**config.mk**
```make
export PLATFORM = sky130hd
export DESIGN_NAME = reg_cmd_bridge
export DESIGN_NICKNAME = d
export VERILOG_FILES = /design/src/rtl/reg_cmd_bridge_pkg.sv /design/src/rtl/reg_cmd_bridge_cmdfifo_strobe.sv /design/src/rtl/reg_cmd_bridge.sv
export SDC_FILE = /design/constraint.sdc
export NUM_CORES = 1
export LEC_CHECK = 0
export ABC_CLOCK_PERIOD_IN_PS = 6300
export BUFFER_PORTS_ARGS = -buffer_cell sky130_fd_sc_hd__buf_2
export CAP_MARGIN = 10
export CORE_ASPECT_RATIO = 1.4
export CORE_MARGIN = 10
export CORE_UTILIZATION = 56
export CTS_CLUSTER_SIZE = 8
export DETAILED_ROUTE_END_ITERATION = 12
export PLACE_DENSITY = 0.84
export SETUP_SLACK_MARGIN = 0.1
export SLEW_MARGIN = 10
export SYNTH_ARGS = -nofsm -noshare
export SYNTH_HDL_FRONTEND = slang
export SYNTH_SLANG_ARGS = --single-unit
```
**constraint.sdc**
```tcl
create_clock -name clk -period 6.3 [get_ports clk]
set_clock_uncertainty 0.1 [all_clocks]
set_input_delay 0.315 -clock clk [delete_from_list [all_inputs] [get_ports clk]]
set_output_delay 0.315 -clock clk [all_outputs]
set_load 0.03 [all_outputs]
```
**src/rtl/reg_cmd_bridge_pkg.sv**
```systemverilog
// rtl/reg_cmd_bridge_pkg.sv - shared types and command-byte layout for the register command bridge
package reg_cmd_bridge_pkg;

    localparam int ADDR_W       = 6;
    localparam int LEN_W        = 16;
    localparam int CMD_VALID    = 7;
    localparam int CMD_WRITE    = 6;
    localparam int CMD_ADDR_MSB = 5;
    localparam int CMD_ADDR_LSB = 0;

    typedef enum logic [2:0] {
        ST_IDLE,
        ST_LEN_LO,
        ST_LEN_HI,
        ST_WDATA,
        ST_RDATA
    } state_e;

    function automatic logic [ADDR_W-1:0] cmd_addr(input logic [7:0] b);
        return b[CMD_ADDR_MSB:CMD_ADDR_LSB];
    endfunction

endpackage

```
**src/rtl/reg_cmd_bridge_cmdfifo_strobe.sv**
```systemverilog
// rtl/reg_cmd_bridge_cmdfifo_strobe.sv - paces command FIFO rd/wr strobes against rxf/txe
module reg_cmd_bridge_cmdfifo_strobe (
    input  logic clk,
    input  logic reset_i,
    input  logic rxf,
    input  logic txe,
    input  logic rx_req,
    input  logic tx_req,
    output logic rd,
    output logic wr
);

    // Each strobe self-clears, so rd/wr are single-cycle and never back-to-back.
    always_ff @(posedge clk) begin
        if (!reset_i) begin
            rd <= 1'b0;
            wr <= 1'b0;
        end else begin
            rd <= rx_req & rxf & ~rd;
            wr <= tx_req & ~txe & ~wr;
        end
    end

endmodule

```
**src/rtl/reg_cmd_bridge.sv**
```systemverilog
// rtl/reg_cmd_bridge.sv - byte-command to register-bus bridge; REGBRIDGE_DEFAULT_LEN_EN maps zero length to reg_hyplen
module reg_cmd_bridge
    import reg_cmd_bridge_pkg::*;
(
    input  logic              clk,
    input  logic              reset_i,
    input  logic              cmdfifo_rxf,
    input  logic              cmdfifo_txe,
    input  logic [7:0]        cmdfifo_din,
    output logic              cmdfifo_rd,
    output logic              cmdfifo_wr,
    output logic [7:0]        cmdfifo_dout,
    output logic              cmdfifo_isout,
    output logic              reg_clk,
    output logic [ADDR_W-1:0] reg_address,
    output logic [LEN_W-1:0]  reg_bytecnt,
    output logic [7:0]        reg_datao,
    input  logic [7:0]        reg_datai,
    output logic [LEN_W-1:0]  reg_size,
    output logic              reg_read,
    output logic              reg_write,
    output logic              reg_addrvalid,
    output logic              reg_stream,
    output logic [ADDR_W-1:0] reg_hypaddress,
    input  logic [LEN_W-1:0]  reg_hyplen
);

    state_e            state_q, state_d;
    logic [ADDR_W-1:0] addr_q, addr_d;
    logic [ADDR_W-1:0] hyp_q, hyp_d;
    logic              is_wr_q, is_wr_d;
    logic [LEN_W-1:0]  size_q, size_d;
    logic [LEN_W-1:0]  bytecnt_q, bytecnt_d;
    logic [7:0]        datao_q, datao_d;
    logic [7:0]        dout_q, dout_d;
    logic [1:0]        phase_q, phase_d;
    logic              write_q, write_d;
    logic              read_q, read_d;
    logic              tx_pend_q, tx_pend_d;
    logic              rx_req;
    logic              rx_valid;
    logic              tx_done;
    logic              last;
    logic [LEN_W-1:0]  len_rx;

    reg_cmd_bridge_cmdfifo_strobe u_strobe (
        .clk     (clk),
        .reset_i (reset_i),
        .rxf     (cmdfifo_rxf),
        .txe     (cmdfifo_txe),
        .rx_req  (rx_req),
        .tx_req  (tx_pend_q),
        .rd      (rx_valid),
        .wr      (tx_done)
    );

`ifndef REGBRIDGE_DEFAULT_LEN_EN
    logic unused_hyplen;
    assign unused_hyplen = ^reg_hyplen;
`endif

    always_ff @(posedge clk) begin
        if (!reset_i) begin
            state_q   <= ST_IDLE;
            addr_q    <= '0;
            hyp_q     <= '0;
            is_wr_q   <= 1'b0;
            size_q    <= '0;
            bytecnt_q <= '0;
            datao_q   <= '0;
            dout_q    <= '0;
            phase_q   <= '0;
            write_q   <= 1'b0;
            read_q    <= 1'b0;
            tx_pend_q <= 1'b0;
        end else begin
            state_q   <= state_d;
            addr_q    <= addr_d;
            hyp_q     <= hyp_d;
            is_wr_q   <= is_wr_d;
            size_q    <= size_d;
            bytecnt_q <= bytecnt_d;
            datao_q   <= datao_d;
            dout_q    <= dout_d;
            phase_q   <= phase_d;
            write_q   <= write_d;
            read_q    <= read_d;
            tx_pend_q <= tx_pend_d;
        end
    end

    always_comb begin
        state_d   = state_q;
        addr_d    = addr_q;
        hyp_d     = hyp_q;
        is_wr_d   = is_wr_q;
        size_d    = size_q;
        bytecnt_d = bytecnt_q;
        datao_d   = datao_q;
        dout_d    = dout_q;
        phase_d   = phase_q;
        write_d   = 1'b0;
        read_d    = 1'b0;
        tx_pend_d = tx_pend_q;
        rx_req    = 1'b0;
        last      = (bytecnt_q == size_q - 16'd1);
        len_rx    = {cmdfifo_din, size_q[7:0]};
`ifdef REGBRIDGE_DEFAULT_LEN_EN
        if (len_rx == '0) begin
            len_rx = reg_hyplen;
        end
`endif
        unique case (state_q)
            ST_IDLE: begin
                rx_req = 1'b1;
                if (rx_valid && cmdfifo_din[CMD_VALID]) begin
                    addr_d  = cmd_addr(cmdfifo_din);
                    hyp_d   = cmd_addr(cmdfifo_din);
                    is_wr_d = cmdfifo_din[CMD_WRITE];
                    state_d = ST_LEN_LO;
                end
            end
            ST_LEN_LO: begin
                rx_req = 1'b1;
                if (rx_valid) begin
                    size_d  = {8'h00, cmdfifo_din};
                    state_d = ST_LEN_HI;
                end
            end
            ST_LEN_HI: begin
                rx_req = 1'b1;
                if (rx_valid) begin
                    size_d    = len_rx;
                    bytecnt_d = '0;
                    phase_d   = '0;
                    if (len_rx == '0) begin
                        state_d = ST_IDLE;
                    end else begin
                        state_d = is_wr_q ? ST_WDATA : ST_RDATA;
                    end
                end
            end
            ST_WDATA: begin
                // phase 0 fetches a payload byte, phase 1 is the reg_write cycle
                if (phase_q == 2'd0) begin
                    rx_req = 1'b1;
                    if (rx_valid) begin
                        datao_d = cmdfifo_din;
                        write_d = 1'b1;
                        phase_d = 2'd1;
                    end
                end else if (last) begin
                    state_d = ST_IDLE;
                end else begin
                    bytecnt_d = bytecnt_q + 16'd1;
                    phase_d   = 2'd0;
                end
            end
            ST_RDATA: begin
                // phases: issue read, register file responds, capture, wait for wr
                unique case (phase_q)
                    2'd0: begin
                        read_d  = 1'b1;
                        phase_d = 2'd1;
                    end
                    2'd1: phase_d = 2'd2;
                    2'd2: begin
                        dout_d    = reg_datai;
                        tx_pend_d = 1'b1;
                        phase_d   = 2'd3;
                    end
                    default: begin
                        if (tx_done) begin
                            tx_pend_d = 1'b0;
                            if (last) begin
                                state_d = ST_IDLE;
                            end else begin
                                bytecnt_d = bytecnt_q + 16'd1;
                                phase_d   = 2'd0;
                            end
                        end
                    end
                endcase
            end
            default: state_d = ST_IDLE;
        endcase
    end

    assign cmdfifo_rd     = rx_valid;
    assign cmdfifo_wr     = tx_done;
    assign cmdfifo_dout   = dout_q;
    assign cmdfifo_isout  = (state_q == ST_RDATA);
    assign reg_clk        = clk;
    assign reg_address    = addr_q;
    assign reg_bytecnt    = bytecnt_q;
    assign reg_datao      = datao_q;
    assign reg_size       = size_q;
    assign reg_read       = read_q;
    assign reg_write      = write_q;
    assign reg_addrvalid  = (state_q != ST_IDLE);
    assign reg_stream     = ((state_q == ST_WDATA) || (state_q == ST_RDATA)) && (size_q > 16'd1);
    assign reg_hypaddress = hyp_q;

endmodule

```
==> results.json, run 1 <==
{
  "status": "finished, final reports clean",
  "grt_start_max_net_pins": 54,
  "dp_slack_ps": 2581,
  "ir_worst_vdd_mv": 0.1559,
  "synth_seq_cells": 65,
  "post-cts-setup-buffer-count": 0,
  "setup_viol": 0,
  "slew_violations": 0,
  "drt_iter0_drc": 202,
  "grt_pass1_wl_um": 15460,
  "cts_tree": "done",
  "path_clk_slew_ps": 60,
  "port_buffers": 87,
  "ioPinCount": 104,
  "syn_area_sq_um": 3433,
  "hold_path.startpoint": "reg_datai[0]",
  "die_h_um": 112.6,
  "totalWireLength_um": 9437,
  "final_cell_mix": "buf_2 (87), nand2_1 (75), dfxtp_1 (65)",
  "p_leak_nw": 1.944,
  "routedWlPerCell_um": 16.38,
  "cp_num_buf_inv": 3,
  "hold_viol_final": 0,
  "syn_avg_cell_area_sq_um": 8.078,
  "fill_cells": 498,
  "cp-start-kind": "clock port",
  "ant_nets": 0,
  "clk_latency_ps": 440,
  "synth_nets": 468,
  "reg2reg_slack_ps": 2650,
  "grt_overflow": 0,
  "min_to": "cmdfifo_dout[0]$_SDFFE_PN0P_",
  "dp_cells": 555,
  "crit_family": "buffers and inverters",
  "worstMarginPinSlew_ps": 687.9,
  "dieArea_sq_um": 9707,
  "hold_class": "input pin to register",
  "maxCapViolations": 0,
  "tns_ps": 0,
  "cp.arrival_ps": 3540,
  "drive_gt1_share_pct": 22.92,
  "dr.pass1.iters": 5,
  "synth_cell_types": 57,
  "hold_depth": 3,
  "power_mw": 0.8898,
  "routabilityCongestion": 0.8745,
  "dp_hpwl_um": 7040,
  "crit_path_end_kind": "output pin",
  "antenna_found_initial": 0,
  "cp_slowest_stage_delay_ps": 160,
  "grt_setup_unrepaired": "no",
  "dpl_cell_area_sq_um": 3827,
  "crit_type": "clock port to output pin",
  "grt_pass1_vias": 3318,
  "synth_ff_type": "dfxtp_1",
  "grtUsageTotal_pct": 19.36,
  "slew_headroom_pct": 53.76,
  "ys_seq_area_share_pct": 37.90,
  "syn_inst": 425,
  "fin_hold_ws_ps": 11.39,
  "n_antenna_cell": 0,
  "async_flop_share_pct": 0,
  "drc": 0,
  "floorplan.initialDensity_pct": 58.15,
  "path_cells": "clkbuf_8, clkbuf_8, buf_2",
  "postLayoutCellArea_sq_um": 4081,
  "r2r-start": "reg_size[7]$_SDFFE_PN0P_",
  "viasPerCell": 5.891,
  "critPathRequiredTime_ps": 5880,
  "fp-row-count": 33,
  "finalNonFillerCells": 576,
  "crit_top_cell": "clkbuf_8",
  "final_nets": 544,
  "p_per_area_nw_per_um2": 218.0,
  "core_area_sq_um": 5904,
  "worst-r2r-cell-count": 9,
  "r2r_end": "reg_bytecnt[14]$_SDFFE_PN0P_",
  "setup_ws_ps": 2349,
  "num_vias": 3393,
  "synth_edf_count": 0,
  "slowest_stage": "buf_2",
  "postLayoutCoreUtil_pct": 69.12,
  "cp_max_fo": 2,
  "final_common_cell": "buf_2",
  "fp.dieW_um": 86.18,
  "syn_to_final_growth_pct": 18.88,
  "yosysWarnings": 0
}
==> kinds of logic after synthesis <==
| group | count (synthesis) | share of synthesized area [%] |
|---|---|---|
| AO/OA/AOI/OAI | 73 | 14.21 |
| XOR/XNOR | 25 | 6.378 |
| adder cells (fa/ha/maj) | 7 | 2.551 |
| buffers and inverters | 37 | 4.956 |
| flip-flops | 65 | 37.90 |
| multiplexers | 23 | 6.706 |
| AND/OR/NAND/NOR | 195 | 27.30 |
==> how the worst max path moves through the flow <==
stage	startpoint	endpoint	slack, ps	cells past startpoint
after floorplan	clk	reg_clk	2590	1
after detailed placement	clk	reg_clk	2580	1
final	clk	reg_clk	2350	3
after CTS	clk	reg_clk	2340	3
after global routing	clk	reg_clk	2340	3
after global placement	clk	reg_clk	2580	1
==> registers in the layout, summed over array words and instances (netlist names) <==
signal          count
state_q             3
reg_size           16
reg_bytecnt        16
reg_write           1
reg_hypaddress      6
phase_q             2
u_strobe.wr         1
u_strobe.rd         1
is_wr_q             1
tx_pend_q           1
reg_read            1
cmdfifo_dout        8
reg_datao           8
==> layer usage <==
| metal | share of wire, % | GRT usage (%) | up-vias |
|---|---|---|---|
| met5 | 0 | 0 | - |
| met4 | 3.1 | 11.48 | 0 |
| met2 | 49 | 31.58 | 128 |
| met1 | 40 | 21.07 | 1592 |
| li1 | - | - | 1643 |
| met3 | 7.2 | 6.585 | 30 |
==> Yosys cell counts (4+ instances only) <==
master / count / area [sq um]
nand2_1: 75 / 281.5
dfxtp_1: 65 / 1301
nor2_1: 41 / 153.9
a21oi_1: 33 / 165.2
mux2i_1: 23 / 230.2
clkbuf_1: 17 / 63.81
nand3_1: 17 / 85.08
xnor2_1: 13 / 113.9
xor2_1: 12 / 105.1
or3_1: 9 / 56.30
buf_4: 8 / 60.06
inv_1: 8 / 30.03
nand4_1: 8 / 50.05
o21ai_0: 8 / 40.04
and3_1: 7 / 43.79
ha_1: 7 / 87.58
nor3_1: 7 / 35.03
nor4_1: 6 / 37.54
and2_1: 4 / 25.02
nand2b_1: 4 / 25.02
==> final cells by class <==
type                       count  area, sq um  area share [%]
multi-input combinational    323         1962           48.07
timing repair buffer          89        457.9           11.22
clock buffer                  18        229.0           5.610
clock inverter                 2        10.01          0.2452
tap                           70        87.58           2.146
sequential                    65         1301           31.88
inverter                       9        33.78          0.8277
==> worst reg2reg max path, delay by kind of cell, from the launching register on <==
family / cells / cell delay (ps)
and+or+nand+nor: 5 / 2110
AOI/OAI and AO/OA: 3 / 800
DFF: 1 / 390
muxes: 1 / 190
==> where the power goes <==
group,internal [mW],switching [mW]
logic,0.0239,0.0439
clock network,0.230,0.173
registers,0.414,0.00546
==> repair_timing <==
item / 4_1_cts / 5_1_grt
endpoints found under the hold margin: 2 / 0
hold buffers: 2 / 0
resized for setup: 0 / 0
Power figures use the tool's default switching activity.
==> run 2: changes to the inputs <==
Settings changed: ABC_CLOCK_PERIOD_IN_PS 6300 to 3400, CORE_UTILIZATION 56 to 47, PLACE_DENSITY 0.84 to 0.75.
Clock period 6.3 ns to 3.4 ns, I/O delays scaled along.
==> results.json, run 2 (synthesis results as in run 1) <==
{
  "status": "finished, final reports clean",
  "setup_viol": 0,
  "slew_violations": 0,
  "clk_latency_ps": 450,
  "port_buffers": 87,
  "cp-start-kind": "register",
  "grt_pass1_wl_um": 16370,
  "hold_path.startpoint": "cmdfifo_txe",
  "crit_type": "register to register",
  "core_area_sq_um": 7027,
  "antenna_found_initial": 0,
  "viasPerCell": 5.492,
  "hold_class": "input pin to register",
  "n_antenna_cell": 0,
  "tns_ps": 0,
  "postLayoutCellArea_sq_um": 4438,
  "floorplan.initialDensity_pct": 48.86,
  "ir_worst_vdd_mv": 0.4162,
  "final_cell_mix": "buf_2 (87), nand2_1 (74), dfxtp_1 (65)",
  "grt_setup_unrepaired": "yes",
  "p_leak_nw": 2.091,
  "crit_path_end_kind": "register",
  "totalWireLength_um": 10030,
  "maxCapViolations": 0,
  "cp_max_fo": 7,
  "critPathRequiredTime_ps": 3700,
  "timing.final.crit_share_pct": 96.50,
  "worst-r2r-cell-count": 10,
  "fp-row-count": 36,
  "drt_iter0_drc": 248,
  "setup_ws_ps": 119.0,
  "hold_viol_final": 0,
  "min_period_ps": 3281,
  "dp_hpwl_um": 7163,
  "fill_cells": 631,
  "dp_slack_ps": 96.39,
  "reg2reg_slack_ps": 120,
  "grt_overflow": 0,
  "dieArea_sq_um": 11170,
  "die_h_um": 121.1,
  "ant_nets": 0,
  "dpl_cell_area_sq_um": 3896,
  "max_freq_mhz": 304.8,
  "syn_to_final_growth_pct": 29.26,
  "drc": 0,
  "routabilityCongestion": 0.8868,
  "grtUsageTotal_pct": 17.94,
  "hold_depth": 3,
  "slew_headroom_pct": 55.89,
  "r2r-start": "reg_size[7]$_SDFFE_PN0P_",
  "cp.arrival_ps": 3580,
  "drive_gt1_share_pct": 24.11,
  "min_to": "u_strobe.wr$_SDFF_PN0_",
  "cts_tree": "done",
  "finalNonFillerCells": 626,
  "routedWlPerCell_um": 16.02,
  "final_nets": 569,
  "fp.dieW_um": 92.24,
  "grt_pass1_vias": 3371,
  "r2r_end": "reg_bytecnt[4]$_SDFFE_PN0P_",
  "p_per_area_nw_per_um2": 421.6,
  "ioPinCount": 104,
  "worstMarginPinSlew_ps": 659.2,
  "path_clk_slew_ps": 70,
  "num_vias": 3438,
  "dr.pass1.iters": 5,
  "final_common_cell": "buf_2",
  "grt_start_max_net_pins": 54,
  "fin_hold_ws_ps": 311.7,
  "dp_cells": 585
}
[run 2: cell types whose count changed in the layout (fill, tap and decap cells not counted), sizes merged]
cell and change:
inv +1, buf +7, clkbuf -4, clkinvlp +1, dlygate4sd3 +18, bufinv +3
clkinv -1
[run 2: metal layers]
layer,GRT usage (%),wire (um)
met2,28.72,4913
met1,20.62,4072
met5,0,0
met3,6.006,748
met4,9.671,291
[run 2: area by class of cell]
| cell class | instances | area, sq um | share of cell area [%] |
|---|---|---|---|
| clock inverter | 6 | 115.1 | 2.594 |
| timing repair buffer | 114 | 690.7 | 15.56 |
| tap | 95 | 118.9 | 2.678 |
| sequential | 65 | 1301 | 29.32 |
| inverter | 9 | 33.78 | 0.7612 |
| clock buffer | 14 | 173.9 | 3.919 |
| multi-input combinational | 323 | 2004 | 45.16 |
[run 2: worst max-delay path by stage]
| stage | startpoint | to | slack (ps) | cells past startpoint |
|---|---|---|---|---|
| 2_1_floorplan | reg_size[7]$_SDFFE_PN0P_ | state_q[2]$_SDFFE_PN0P_ | 170 | 9 |
| 3_3_place_gp | reg_size[7]$_SDFFE_PN0P_ | reg_bytecnt[11]$_SDFFE_PN0P_ | 150 | 9 |
| 3_5_place_dp | reg_size[7]$_SDFFE_PN0P_ | reg_bytecnt[14]$_SDFFE_PN0P_ | 100 | 9 |
| 4_1_cts | reg_size[7]$_SDFFE_PN0P_ | reg_bytecnt[4]$_SDFFE_PN0P_ | 120 | 9 |
| 5_1_grt | reg_size[7]$_SDFFE_PN0P_ | reg_bytecnt[4]$_SDFFE_PN0P_ | 40 | 10 |
| 6_report | reg_size[7]$_SDFFE_PN0P_ | reg_bytecnt[4]$_SDFFE_PN0P_ | 120 | 10 |
[run 2: per-stage QoR]
step	power, mW	utilization (%)
floorplan	0.9239	-
global placement	0.9557	55.45
detailed placement	0.9580	55.45
CTS	1.884	62.48
global route	1.943	63.16
finish	1.871	63.16
[run 2: report_power, final]
| group | total (mW) | internal, mW | leakage (nW) | switching [mW] |
|---|---|---|---|---|
| clock | 0.944 | 0.575 | 0.143 | 0.369 |
| sequential | 0.777 | 0.767 | 0.524 | 0.00993 |
| combinational | 0.150 | 0.0614 | 1.42 | 0.0890 |
| total | 1.87 | 1.40 | 2.09 | 0.468 |
[run 2: what timing repair did]
action	in CTS	in global routing
setup endpoints to repair	4	12
hold buffers	20	0
resized for setup	2	6
buffers inserted	0	2
pin swaps	0	2
hold endpoints to repair	45	0
[run 2: worst max-delay path, cell delays in order, from the launching register on]
cell,delay (ps)
dfxtp_1,310
or4_4,530
or4_4,460
o31a_1,310
o21ai_2,190
nor4_4,70
buf_4,170
a311oi_4,310
o21ai_2,180
or4_1,510
nand2_1,70
==> run 3: changes to the inputs <==
Settings changed: CELL_PAD_IN_SITES_DETAIL_PLACEMENT from default to 2, CELL_PAD_IN_SITES_GLOBAL_PLACEMENT from default to 2, CORE_UTILIZATION 47 to 26, PLACE_DENSITY 0.75 to 0.74.
==> results.json, run 3 (synthesis results as in run 1) <==
{
  "fp.dieW_um": 117.1,
  "max_freq_mhz": 310.4,
  "dr.pass1.iters": 4,
  "clkPwrFrac_pct": 59.2,
  "syn_to_final_growth_pct": 39.69,
  "setup_ws_ps": 178.6,
  "p_comb_share_pct": 7.1,
  "crit_type": "register to register",
  "r2r_end": "reg_bytecnt[5]$_SDFFE_PN0P_",
  "hold_path.startpoint": "cmdfifo_txe",
  "timing.final.crit_share_pct": 94.75,
  "floorplan.initialDensity_pct": 26.67,
  "fp-row-count": 49,
  "grt_setup_unrepaired": "yes",
  "num_vias": 3585,
  "min_to": "u_strobe.wr$_SDFF_PN0_",
  "die_h_um": 156.0,
  "cp_max_fo": 11,
  "reg2reg_slack_ps": 180,
  "r2r-start": "reg_size[7]$_SDFFE_PN0P_",
  "antenna_found_initial": 0,
  "swShare_pct": 22.91,
  "dieArea_sq_um": 18270,
  "drt_iter0_drc": 130,
  "slowest_stage": "or4_4",
  "met3_usage_pct": 5.004,
  "p_int_mw": 1.783,
  "ir_worst_vdd_mv": 0.2454,
  "grt_pass1_wl_um": 22040,
  "min_period_ps": 3221,
  "use_met1_pct": 17.07,
  "drc": 0,
  "dp_hpwl_um": 9843,
  "cp.arrival_ps": 3460,
  "clk_latency_ps": 450,
  "path_cells": "or4_4, or4_4, o31a_1, o21ai_2, nor4_2, buf_4, a311oi_4, o21a_4, a31oi_1, a41o_1",
  "slew_violations": 0,
  "grt_use_met2_pct": 27.45,
  "n_antenna_cell": 0,
  "final_cell_mix": "buf_2 (87), nand2_1 (75), dfxtp_1 (63)",
  "worst-r2r-cell-count": 10,
  "cp_slowest_stage_delay_ps": 540,
  "hold_depth": 3,
  "routabilityCongestion": 0.8363,
  "grt_pass1_vias": 3952,
  "critPathRequiredTime_ps": 3640,
  "status": "finished, final reports clean",
  "power_mw": 2.313,
  "slew_headroom_pct": 40.69,
  "grt_start_max_net_pins": 54,
  "hold_viol_final": 0,
  "port_buffers": 87,
  "p_leak_nw": 2.210,
  "p_sw_mw": 0.5299,
  "ioPinCount": 104,
  "cts_tree": "done",
  "crit_path_end_kind": "register",
  "viasPerCell": 5.158,
  "setup_viol": 0,
  "path_clk_slew_ps": 60,
  "worstMarginPinSlew_ps": 885.5,
  "grtUsageTotal_pct": 15.81,
  "final_common_cell": "buf_2",
  "hold_class": "input pin to register",
  "dp_slack_ps": -4.943,
  "seq_power_share_pct": 33.7,
  "drive_gt1_share_pct": 27.12,
  "totalWireLength_um": 13900,
  "core_area_sq_um": 12870,
  "maxCapViolations": 0,
  "p_per_area_nw_per_um2": 482.3,
  "final_nets": 580,
  "grt_overflow": 0,
  "busiest_layer": "met2",
  "ant_nets": 0,
  "routedWlPerCell_um": 19.99,
  "cp-start-kind": "register",
  "crit_top_cell": "or4_4",
  "postLayoutCoreUtil_pct": 37.25
}
==> run 3: cell types whose count changed in the layout (fill, tap and decap cells not counted), moves of 2 or more <==
cell,change
nor4_2,+2
dfxtp_2,+2
buf_4,+11
clkbuf_8,-12
dfxtp_1,-2
clkbuf_16,+12
==> run 3: worst max path at each step <==
stage | depth (start not counted) | startpoint | slack [ps] | endpoint
finish | 10 | reg_size[7]$_SDFFE_PN0P_ | 180 | reg_bytecnt[5]$_SDFFE_PN0P_
detailed placement | 10 | reg_size[7]$_SDFFE_PN0P_ | -5 | reg_bytecnt[5]$_SDFFE_PN0P_
CTS | 10 | reg_size[7]$_SDFFE_PN0P_ | 120 | reg_bytecnt[5]$_SDFFE_PN0P_
global route | 11 | reg_size[7]$_SDFFE_PN0P_ | 30 | reg_bytecnt[10]$_SDFFE_PN0P_
floorplan | 9 | reg_size[7]$_SDFFE_PN0P_ | 170 | state_q[2]$_SDFFE_PN0P_
global placement | 10 | reg_size[7]$_SDFFE_PN0P_ | 80 | reg_bytecnt[5]$_SDFFE_PN0P_
==> run 3: repair_timing <==
item / CTS / global route
pin swaps: 1 / 11
hold buffers: 20 / 0
hold endpoints to repair: 44 / 0
endpoints found under the setup margin: 10 / 15
resized for setup: 3 / 15
buffers inserted: 2 / 3
==> run 3: power by group through the flow <==
stage / clock [mW] / sequential [mW] / combinational [mW]
floorplan: 0.0440 / 0.800 / 0.0801
global placement: 0.0371 / 0.795 / 0.134
detailed placement: 0.0371 / 0.795 / 0.139
CTS: 1.41 / 0.778 / 0.160
global route: 1.45 / 0.779 / 0.179
finish: 1.37 / 0.779 / 0.164
==> run 3: critical path: cells and delay by family (launching register included) <==
family / cells / cell delay (ps)
buf+inv: 1 / 150
compound gates: 6 / 1450
flops: 1 / 320
simple gates: 3 / 1070
==> run 3: stage by stage <==
stage | hold slack (ps) | TNS (ps) | cells | instance area [sq um]
after floorplan | 147.3 | 0 | 425 | 3433
after global placement | 234.6 | 0 | 651 | 4029
after detailed placement | 237.3 | -4.943 | 651 | 4029
after CTS | 331.9 | 0 | 692 | 4698
after global routing | 351.5 | 0 | 695 | 4796
final | 335.5 | 0 | 695 | 4796
==> run 3: per-layer routing <==
| metal | wire length [um] | vias up | part of all wire, % |
|---|---|---|---|
| li1 | - | 1709 | - |
| met1 | 5454 | 1785 | 39 |
| met2 | 7417 | 77 | 53 |
| met3 | 735 | 14 | 5.3 |
| met4 | 289 | 0 | 2.1 |
| met5 | 0 | - | 0 |
==> run 3: cell type report <==
class / count / area, sq um
multi-input cells: 323 / 2047
repair buffers: 125 / 773.2
well taps: 153 / 191.4
clock buffers: 13 / 305.3
inverters: 9 / 33.78
flip-flops and latches: 65 / 1304
fillers: 1480 / 8079
clock inverters: 7 / 141.4
